**src/rtl/cpu_run_monitor_if.sv**
```systemverilog
// cpu_run_monitor_if: debug-bus, event and readout signals between a CPU-side
// driver (master) and the run monitor (slave).
interface cpu_run_monitor_if #(
   parameter int NUM_CH = 4
);
   logic              enable;
   logic              clear;
   logic [31:0]       current_pc;
   logic [31:0]       next_pc;
   logic [NUM_CH-1:0] event_in;
   logic [7:0]        check_addr;
   logic [31:0]       check_data;
   logic              halted;
   logic              timeout;

   modport master (
      output enable, clear, current_pc, next_pc, event_in, check_addr,
      input  check_data, halted, timeout
   );

   modport slave (
      input  enable, clear, current_pc, next_pc, event_in, check_addr,
      output check_data, halted, timeout
   );
endinterface

```
**src/rtl/cpu_run_monitor.sv**
```systemverilog
// cpu_run_monitor: counts cycles, retired instructions and NUM_CH event
// strobes beside a CPU, flags halt (PC self-loop) and watchdog timeout, and
// exposes everything on a check_addr/check_data readout.
// Optional PC trace ring buffer: define CPU_RUN_MONITOR_TRACE_EN.
// TRACE_DEPTH must be a power of two in 2..16 when the trace is enabled.
module cpu_run_monitor #(
   parameter int NUM_CH      = 4,
   parameter int CNT_W       = 32,
   parameter int HALT_CYCLES = 16,
   parameter int TIMEOUT     = 1000000,
   parameter int TRACE_DEPTH = 8
) (
   input  logic             i_clk,
   input  logic             i_rst,
   cpu_run_monitor_if.slave io_bus
);
   typedef enum logic [1:0] {
      S_IDLE    = 2'd0,
      S_RUN     = 2'd1,
      S_HALTED  = 2'd2,
      S_TIMEOUT = 2'd3
   } state_t;

   localparam int               ST_W      = $clog2(HALT_CYCLES + 1);
   localparam logic [CNT_W-1:0] CNT_MAX   = {CNT_W{1'b1}};
   localparam logic [CNT_W-1:0] TMO_LAST  = CNT_W'(TIMEOUT - 1);
   localparam logic [ST_W-1:0]  HALT_LAST = ST_W'(HALT_CYCLES - 1);

   // Saturating increment: counters hold at all-ones and never wrap.
   function automatic logic [CNT_W-1:0] sat_inc(input logic [CNT_W-1:0] v, input logic inc);
      logic [CNT_W-1:0] res;
      if (inc && (v != CNT_MAX)) res = v + CNT_W'(1);
      else                       res = v;
      return res;
   endfunction

   state_t           r_state;
   state_t           w_state_nxt;
   logic [CNT_W-1:0] r_cycle;
   logic [CNT_W-1:0] r_instr;
   logic [CNT_W-1:0] r_ev [NUM_CH];
   logic [31:0]      r_prev_pc;
   logic [ST_W-1:0]  r_stable;

   logic        w_sync_clr;
   logic        w_live;
   logic        w_active;
   logic        w_pc_stable;
   logic        w_halt_hit;
   logic        w_tmo_hit;
   logic        w_new_instr;
   logic        w_halted;
   logic        w_timeout;
   logic        w_trace_win;
   logic [31:0] w_ev_rd;
   logic [31:0] w_trace_rd;
   logic [31:0] w_trace_cnt;
   logic [31:0] w_rd;

   // clear behaves exactly like rst; an event in the same cycle is dropped.
   assign w_sync_clr  = i_rst | io_bus.clear;
   // IDLE with enable=1 is already a counted RUN cycle.
   assign w_active    = w_live & io_bus.enable;
   assign w_pc_stable = (io_bus.next_pc == io_bus.current_pc);
   assign w_halt_hit  = w_active & w_pc_stable & (r_stable == HALT_LAST);
   assign w_tmo_hit   = w_active & (r_cycle == TMO_LAST);
   assign w_new_instr = w_active & (io_bus.current_pc != r_prev_pc);

   // State register.
   always_ff @(posedge i_clk) begin
      if (w_sync_clr) r_state <= S_IDLE;
      else            r_state <= w_state_nxt;
   end

   // Next state: halt wins over a coincident timeout; terminal states stick.
   always_comb begin
      w_state_nxt = r_state;
      case (r_state)
         S_IDLE, S_RUN: begin
            if (w_halt_hit)          w_state_nxt = S_HALTED;
            else if (w_tmo_hit)      w_state_nxt = S_TIMEOUT;
            else if (io_bus.enable)  w_state_nxt = S_RUN;
            else                     w_state_nxt = r_state;
         end
         S_HALTED:  w_state_nxt = S_HALTED;
         S_TIMEOUT: w_state_nxt = S_TIMEOUT;
         default:   w_state_nxt = S_IDLE;
      endcase
   end

   // State-decoded outputs: counting allowed, sticky halted/timeout flags.
   always_comb begin
      w_live    = 1'b0;
      w_halted  = 1'b0;
      w_timeout = 1'b0;
      case (r_state)
         S_IDLE, S_RUN: w_live    = 1'b1;
         S_HALTED:      w_halted  = 1'b1;
         S_TIMEOUT:     w_timeout = 1'b1;
         default:       w_live    = 1'b0;
      endcase
   end

   // Counters, last PC and PC-stability run length; frozen once halted/timed out.
   always_ff @(posedge i_clk) begin
      if (w_sync_clr) begin
         r_cycle   <= {CNT_W{1'b0}};
         r_instr   <= {CNT_W{1'b0}};
         r_prev_pc <= 32'd0;
         r_stable  <= {ST_W{1'b0}};
         for (int i = 0; i < NUM_CH; i++) r_ev[i] <= {CNT_W{1'b0}};
      end else if (w_active) begin
         r_cycle   <= sat_inc(r_cycle, 1'b1);
         r_instr   <= sat_inc(r_instr, w_new_instr);
         r_prev_pc <= io_bus.current_pc;
         for (int i = 0; i < NUM_CH; i++) r_ev[i] <= sat_inc(r_ev[i], io_bus.event_in[i]);
         if (w_pc_stable) r_stable <= r_stable + ST_W'(1);
         else             r_stable <= {ST_W{1'b0}};
      end else if (w_live) begin
         // A paused cycle breaks the self-loop run.
         r_stable <= {ST_W{1'b0}};
      end else begin
         r_stable <= r_stable;
      end
   end

   // Event-counter readout window 0x10 .. 0x10+NUM_CH-1.
   always_comb begin
      w_ev_rd = 32'd0;
      for (int i = 0; i < NUM_CH; i++) begin
         w_ev_rd = w_ev_rd | ((io_bus.check_addr == 8'(16 + i)) ? 32'(r_ev[i]) : 32'd0);
      end
   end

   assign w_trace_win = (io_bus.check_addr >= 8'h20) && (io_bus.check_addr < 8'(32 + TRACE_DEPTH));

`ifdef CPU_RUN_MONITOR_TRACE_EN
   localparam int            TW      = $clog2(TRACE_DEPTH);
   localparam logic [TW:0]   TR_FULL = (TW + 1)'(TRACE_DEPTH);

   logic [31:0]   r_trace [TRACE_DEPTH];
   logic [TW-1:0] r_wr_ptr;
   logic [TW:0]   r_valid;

   // Ring buffer of retired PCs; r_valid saturates at TRACE_DEPTH.
   always_ff @(posedge i_clk) begin
      if (w_sync_clr) begin
         r_wr_ptr <= {TW{1'b0}};
         r_valid  <= {(TW + 1){1'b0}};
         for (int j = 0; j < TRACE_DEPTH; j++) r_trace[j] <= 32'd0;
      end else if (w_new_instr) begin
         r_trace[r_wr_ptr] <= io_bus.current_pc;
         r_wr_ptr          <= r_wr_ptr + TW'(1);
         if (r_valid != TR_FULL) r_valid <= r_valid + (TW + 1)'(1);
         else                    r_valid <= r_valid;
      end
   end

   // Trace readout: 0x20+j is the entry j places behind the newest write.
   always_comb begin
      w_trace_rd = 32'd0;
      for (int j = 0; j < TRACE_DEPTH; j++) begin
         w_trace_rd = w_trace_rd |
                      ((io_bus.check_addr == 8'(32 + j)) ? r_trace[r_wr_ptr - TW'(j + 1)] : 32'd0);
      end
   end

   assign w_trace_cnt = 32'(r_valid);
`else
   assign w_trace_rd  = 32'd0;
   assign w_trace_cnt = 32'd0;
`endif

   // Readout mux; status layout is {26'b0, timeout, halted, 2'b0, state}.
   always_comb begin
      w_rd = 32'd0;
      case (io_bus.check_addr)
         8'h00:   w_rd = 32'(r_cycle);
         8'h01:   w_rd = 32'(r_instr);
         8'h02:   w_rd = {26'd0, w_timeout, w_halted, 2'b00, r_state};
         8'h03:   w_rd = r_prev_pc;
         8'h04:   w_rd = w_trace_cnt;
         default: begin
            if (w_trace_win) w_rd = w_trace_rd;
            else             w_rd = w_ev_rd;
         end
      endcase
   end

   assign io_bus.check_data = w_rd;
   assign io_bus.halted     = w_halted;
   assign io_bus.timeout    = w_timeout;
endmodule

```
**src/flat_wrapper.sv**
```systemverilog
// flat-port wrapper written by rule: the top's interface ports become plain ports
module cpu_run_monitor_flat 
#(
   parameter int NUM_CH      = 4,
   parameter int CNT_W       = 32,
   parameter int HALT_CYCLES = 16,
   parameter int TIMEOUT     = 1000000,
   parameter int TRACE_DEPTH = 8
)
  (i_clk, i_rst, io_bus_enable, io_bus_clear, io_bus_current_pc, io_bus_next_pc, io_bus_event_in, io_bus_check_addr, io_bus_check_data, io_bus_halted, io_bus_timeout);
  cpu_run_monitor_if #(.NUM_CH(NUM_CH)) io_bus_i ();
  input  logic i_clk;
  input  logic i_rst;
  input wire logic [$bits(io_bus_i.enable)-1:0] io_bus_enable;
  input wire logic [$bits(io_bus_i.clear)-1:0] io_bus_clear;
  input wire logic [$bits(io_bus_i.current_pc)-1:0] io_bus_current_pc;
  input wire logic [$bits(io_bus_i.next_pc)-1:0] io_bus_next_pc;
  input wire logic [$bits(io_bus_i.event_in)-1:0] io_bus_event_in;
  input wire logic [$bits(io_bus_i.check_addr)-1:0] io_bus_check_addr;
  output wire logic [$bits(io_bus_i.check_data)-1:0] io_bus_check_data;
  output wire logic [$bits(io_bus_i.halted)-1:0] io_bus_halted;
  output wire logic [$bits(io_bus_i.timeout)-1:0] io_bus_timeout;
  assign io_bus_i.enable = io_bus_enable;
  assign io_bus_i.clear = io_bus_clear;
  assign io_bus_i.current_pc = io_bus_current_pc;
  assign io_bus_i.next_pc = io_bus_next_pc;
  assign io_bus_i.event_in = io_bus_event_in;
  assign io_bus_i.check_addr = io_bus_check_addr;
  assign io_bus_check_data = io_bus_i.check_data;
  assign io_bus_halted = io_bus_i.halted;
  assign io_bus_timeout = io_bus_i.timeout;
  cpu_run_monitor #(.NUM_CH(NUM_CH), .CNT_W(CNT_W), .HALT_CYCLES(HALT_CYCLES), .TIMEOUT(TIMEOUT), .TRACE_DEPTH(TRACE_DEPTH)) u_core (.i_clk(i_clk), .i_rst(i_rst), .io_bus(io_bus_i));
endmodule
```
**config.mk**
```make
export PLATFORM = sky130hd
export DESIGN_NAME = cpu_run_monitor_flat
export DESIGN_NICKNAME = d
export VERILOG_FILES = /design/src/rtl/cpu_run_monitor_if.sv /design/src/rtl/cpu_run_monitor.sv /design/src/flat_wrapper.sv
export SDC_FILE = /design/constraint.sdc
export NUM_CORES = 1
export LEC_CHECK = 0
export BUFFER_PORTS_ARGS = -buffer_cell sky130_fd_sc_hd__buf_4
export CORE_MARGIN = 2
export CORE_UTILIZATION = 40
export DETAILED_ROUTE_END_ITERATION = 12
export SKIP_CTS_REPAIR_TIMING = 1
export SKIP_LAST_GASP = 1
export SYNTH_ARGS = -nofsm -noshare
export SYNTH_HDL_FRONTEND = slang
export SYNTH_SLANG_ARGS = --single-unit
```
**constraint.sdc**
```tcl
create_clock -name i_clk -period 7.54 [get_ports i_clk]
set_input_delay 0.754 -clock i_clk [delete_from_list [all_inputs] [get_ports i_clk]]
set_output_delay 0.754 -clock i_clk [all_outputs]
set_load 0.005 [all_outputs]
```
**After elaboration in Yosys (flattened, before gate mapping)**

Memories as Yosys holds them, arrays and structs flattened.
Index checks and enable logic that the tools add are counted.

- Register bits: 103
- RAM bits: 128
- Input bits: 80
- Output and inout bits: 34
- Logic and storage cells: 99
- Memories kept: 1

- Add/subtract/negate cells: 7
- Magnitude comparators: 2
- Equal/unequal tests: 22
- Mux-type cells: 37
- Bitwise logic cells: 13
- Reductions and logical operators: 12

Memory list:

| memory | depth | width | rd ports | clocked after Yosys merged registers in | write ports | RTL line | RTL |
|---|---|---|---|---|---|---|---|
| u_core.r_ev | 4 | 32 | 4 | 0 | 4 | cpu_run_monitor.sv:41 | `logic [CNT_W-1:0] r_ev [NUM_CH];` |

Operator list:

| kind | count |
|---|---|
| 32-bit two-way mux | 21 |
| 32-bit by 1-bit adder with 32-bit output (second input constant) | 6 |
| 32-bit != test (second input constant) | 6 |
| 32-bit one-hot mux with 5 select lines | 1 |
| 32-bit OR | 3 |
| 32-bit by 20-bit equality test with 1-bit output (second input constant) | 1 |
| 32-bit equality test | 1 |
| 8-bit by 5-bit equality test with 1-bit output (second input constant) | 4 |
| 32-bit != test | 1 |
| 8-bit by 2-bit equality test with 1-bit output (second input constant) | 2 |
| 5-bit two-way mux | 3 |
| 8-bit by 1-bit equality test with 1-bit output (second input constant) | 1 |
| 8-bit by 3-bit equality test with 1-bit output (second input constant) | 1 |
| 8-bit by 6-bit greater-or-equal comparator with 1-bit output (second input constant) | 1 |
| 8-bit logical NOT | 1 |
| 8-bit by 6-bit < comparator with 1-bit output (second input constant) | 1 |
| 1-bit two-way mux | 8 |
| 1-bit logical AND | 6 |
| 2-bit two-way mux | 3 |
| 2-bit one-hot mux with 3 select lines | 1 |
| 5-bit by 1-bit adder with 5-bit output (second input constant) | 1 |
| 1-bit AND | 5 |
| 5-bit by 4-bit equality test with 1-bit output (second input constant) | 1 |
| 1-bit OR | 5 |
| other kinds (7) | 9 |

**Logic depth before layout (Yosys ltp)**

- Depth in word-level cells: 8
- Gate-level depth with buffers: 10
- Mapped depth without buffers: 7

**Worst setup path after synthesis**

Ideal clock, no wire load.

- Path kind: in2out
- From: in io_bus_check_addr[3]
- To: out io_bus_check_data[20]
- Data arrival time: 2,263 ps
- Data required time: 6,786 ps
- Path slack: 4,523 ps
- Cell stages on the path: 7
- Path buffers: 2
- Cell sequence: nor4_1 nand3_1 clkbuf_1 nor2_1 clkbuf_1 a222oi_1 nand2_1

- Word-level cells in the longest chain between the ends: 7
- Elaborated cells between the ends (all ways): 21
- Classes of those cells: order compare (2); eq/ne (8); mux (6); bitwise (3); reduce/logical (2)

RTL lines:

| what | RTL line | RTL |
|---|---|---|
| from (decl) | flat_wrapper.sv:19 | `input wire logic [$bits(io_bus_i.check_addr)-1:0] io_bus_check_addr;` |
| 8-bit by 5-bit equality test with 1-bit output | cpu_run_monitor.sv:131 | `w_ev_rd = w_ev_rd \| ((io_bus.check_addr == 8'(16 + i)) ? 32'(r_ev[i]) : 32'd0);` |
| 32-bit two-way mux | cpu_run_monitor.sv:131 |  |
| 32-bit OR (3 in a row) | cpu_run_monitor.sv:131 |  |
| 32-bit two-way mux | cpu_run_monitor.sv:184 | `if (w_trace_win) w_rd = w_trace_rd;` |
| 32-bit one-hot mux with 5 select lines (*) | cpu_run_monitor.sv:177 | `case (io_bus.check_addr)` |
| to (decl) | flat_wrapper.sv:20 | `output wire logic [$bits(io_bus_i.check_data)-1:0] io_bus_check_data;` |

Mark *: on every way between the ends. The rest lies on a longest branch, timed or not.

**Worst setup path after layout**

- From: in io_bus_check_addr[3]
- To: out io_bus_check_data[10]

The elaborated chain is that of the path after synthesis.

==> results.txt <==
- Outcome: complete, no violations
* Worst Max-Slew Pin Slew: 1210 ps
* Height of the chip: 189 um
* Setup Total Neg Slack: 0 ps
- Global routing consumed, on the met3 layer, 3.58% of the routing resources.
- The number of different library cells used by synthesis comes to 64.
- Detailed router's first-iteration violation count: 1,359
* Vias per Instance: 5.88
- Core Region: 33,700 um^2
- Endpoint class of the critical path: output pin
- Yosys attributes the largest share of cell area to sky130_fd_sc_hd__edfxtp_1 28%, sky130_fd_sc_hd__dfxtp_1 15%, sky130_fd_sc_hd__xor2_1 7.8%.
* Class of the worst hold path: flop to flop
* Clk sink count: 231
- For this design the top-level I/O count stands at 114.
- The number of global-route vias before repair came to 11,300.
* Leak Pwr: 0.00550 uW
- Worst hold path endpoint: u_core.r_stable[4]$_SDFFE_PP0P_
- In this run the tool buffered the top-level ports with 113 buffer cells.
- Post-CTS clock slew at the launch and capture registers of the worst setup and hold paths: 60 ps
- The area growth from synthesis to layout is 15.2%.
* First-pass GRT wire length: 68,000 um
- After global routing the overflow that remains totals 0.
- Total CTS buffers: 27
- Timing would allow up to 0.226 GHz.
- Max_slew headroom: 19.1%
- Max stage delay on crit path: 1040 ps
* Post-synthesis cell area: 13,700 um^2
- Number of DRC violations after detailed routing: 0
- Global routing consumed, on the met2 layer, 39.3% of the routing resources.
* Total Routing Usage GR: 24.4%
* Floorplan die area: 35,800 um^2
* Buffer levels on the longest clock path: 3
* Per-cell routed wire length: 21.3 um
* Total via count after detailed routing: 12,300
- TritonCTS built the clock tree.
- The startpoint identified for the worst register-to-register timing path is u_core.r_ev[1][0]$_SDFFCE_PN0P_.
- The critical path contains buffers and inverters numbering 2 combined.
- The congestion estimate from routability-driven global placement came to 0.933.
- For this run, asynchronously set or reset flops after synthesis account for 0%.
- Yosys printed 0 warnings.
- Initial cell density of the core: 40.8%
- Site row count: 67
* Final-report max-slew violation count: 0
- Worst Path Max Fanout: 26
- Number of antenna violations at the first check in global routing: 0
- IR drop worst, VDD: 0.154 mV
- Nature of the critical path startpoint: primary input
- Entering global routing, the biggest net connects 89 pins.
* Average cell area after synthesis: 8.88 um^2
- Dominant register cell in the synthesized netlist: sky130_fd_sc_hd__edfxtp_1
* Commonest non-fill, non-tap cell in the layout: sky130_fd_sc_hd__nor2_1
* Highest-count cells in the layout ignoring fill and taps: 202 x sky130_fd_sc_hd__nor2_1, 198 x sky130_fd_sc_hd__nand2_1, 129 x sky130_fd_sc_hd__buf_4, 128 x sky130_fd_sc_hd__edfxtp_1, 122 x sky130_fd_sc_hd__xor2_1
- Syn Nets: 1,635
- Critical R2R Capture: u_core.r_ev[1][0]$_SDFFCE_PN0P_
- Hold Crit Depth: 2
- Post-route standard cell area excluding fillers: 15,800 um^2
- The final critical path takes up 58.8% of the cycle.
- Hold timing on the final database bottoms out at a slack of 459 ps.
- Detailed-route wire length: 44,700 um
- Setup violations remaining at the end of the flow were counted as 0.
- Post-layout util: 46.9%
- Arrival @ worst endpoint: 3680 ps
* Post-Syn Instances: 1,547
- Placed Cells: 2,044
- For flop-to-flop paths, the worst setup slack is 4300 ps.
- Critical Path Slowest Stage Cell: sky130_fd_sc_hd__nor2_2
- Cells on worst reg2reg path: 7
- Maximum capacitance violations: 0
* Top cell type's share of synthesized area: 28.0%
- Diode count: 0
- met2 is the most crowded layer.
- EDFF count, synth: 128
- Of the synthesized area, sequential elements account for 43.0%.
- At the end of the flow, the number of nets in the layout was 1,713.
- Between clock sinks in the finished design, the worst skew comes to 16.4 ps.
* Time the worst path needs with I/O delays and setup: 4430 ps
- At the worst endpoint, the required time is 6790 ps.
- Power per cell area: 186 nW/um^2
- The number of endpoints with negative hold slack in the final report is 0.
- The tree is rooted in a sky130_fd_sc_hd__clkbuf_16.
- By startpoint and endpoint, the worst setup path is classified as primary input to output pin.
* Area after detailed placement: 15,000 um^2
- Cells with a size suffix above 1 make up 13.1% of the layout.
* Cell chain of the critical path: buf_4 -> nor4_1 -> nand3_1 -> nor2_2 -> a222oi_1 -> nand3_1 -> buf_4
- Residual antenna-violating net count after detailed routing: 0
* Cell family contributing the most delay on the critical path: simple AND/OR/NAND/NOR gates
- Final Non-Filler Cells: 2,093
* Setup repair after global routing missed its margin: false
* Biggest area consumer among synthesized cells: sky130_fd_sc_hd__edfxtp_1
* Flip-flop and latch count after synthesis: 231
* DIE WIDTH: 189 um
- Grt met1 use: 33.8%
- Start point of the worst hold path: u_core.r_stable[4]$_SDFFE_PP0P_
- Total half-perimeter wirelength after legalization and detailed placement: 32,700 um
- The later pin in the worst-skew pair is clocked with a latency of 530 ps.
* Pre-antenna DRT Iters: 9
* H-tree levels: 1
==> layer usage <==
layer,share of wire (%),wire length [um]
met2,45,20300
met5,0,0
met4,3.3,1480
met1,42,19000
met3,8.9,3960
==> kinds of logic after synthesis <==
family | after synthesis | synth area share [%]
buf+inv | 98 | 2.98
fa+ha+maj | 8 | 0.729
flops | 231 | 43.0
mux | 36 | 2.88
compound gates | 225 | 10.9
xor+xnor | 199 | 12.7
simple gates | 750 | 26.8
==> synthesized netlist by cell type (all sizes together) (29+ instances only) <==
library cell / instances
clkbuf: 48
or3: 37
nor2: 206
buf: 31
and3: 33
nand3: 95
xnor2: 77
nand4: 66
nand2: 199
dfxtp: 103
edfxtp: 128
a22oi: 41
o21ai: 32
and4: 29
a21oi: 87
xor2: 122
==> registers in the layout (all words and copies together), names as in the netlist, named ones only <==
name and flops:
u_core.r_state 1, u_core.r_prev_pc 32, u_core.r_stable 5, u_core.r_cycle 32, u_core.r_ev 128, u_core.r_instr 32
==> through the flow <==
step / total power [uW] / setup WS, ps
2_1_floorplan: 1570 / 4520
3_3_place_gp: 1680 / 3310
3_5_place_dp: 1680 / 3250
4_1_cts: 2970 / 3230
5_1_grt: 3050 / 2950
6_report: 2950 / 3110
==> area by class of cell <==
cell class,instances,area [um^2]
timing repair buffer,129,968
clock buffer,45,847
multi-input combinational,1218,7450
inverter,18,67.6
tap,448,561
fill,3172,17900
sequential,231,5910
clock inverter,4,23.8
==> worst max-delay path by stage <==
stage / slack (ps) / cells past startpoint / end / startpoint
finish: 3110 / 7 / io_bus_check_data[10] / io_bus_check_addr[3]
floorplan: 4520 / 7 / io_bus_check_data[20] / io_bus_check_addr[3]
global placement: 3310 / 7 / io_bus_check_data[3] / io_bus_check_addr[3]
global route: 2950 / 7 / io_bus_check_data[3] / io_bus_check_addr[3]
detailed placement: 3250 / 7 / io_bus_check_data[3] / io_bus_check_addr[3]
CTS: 3230 / 7 / io_bus_check_data[3] / io_bus_check_addr[3]
==> worst min-delay path, cell delays in order (launching register included) <==
cell                      delay [ps]
sky130_fd_sc_hd__dfxtp_1         310
sky130_fd_sc_hd__nand2_1          60
sky130_fd_sc_hd__a21oi_1          50
==> power breakdown <==
group	internal, uW	switching (uW)
clock	763	527
sequential	1380	72.3
combinational	87.8	124
total	2230	723
No activity file was read; power rests on OpenSTA's default activity.
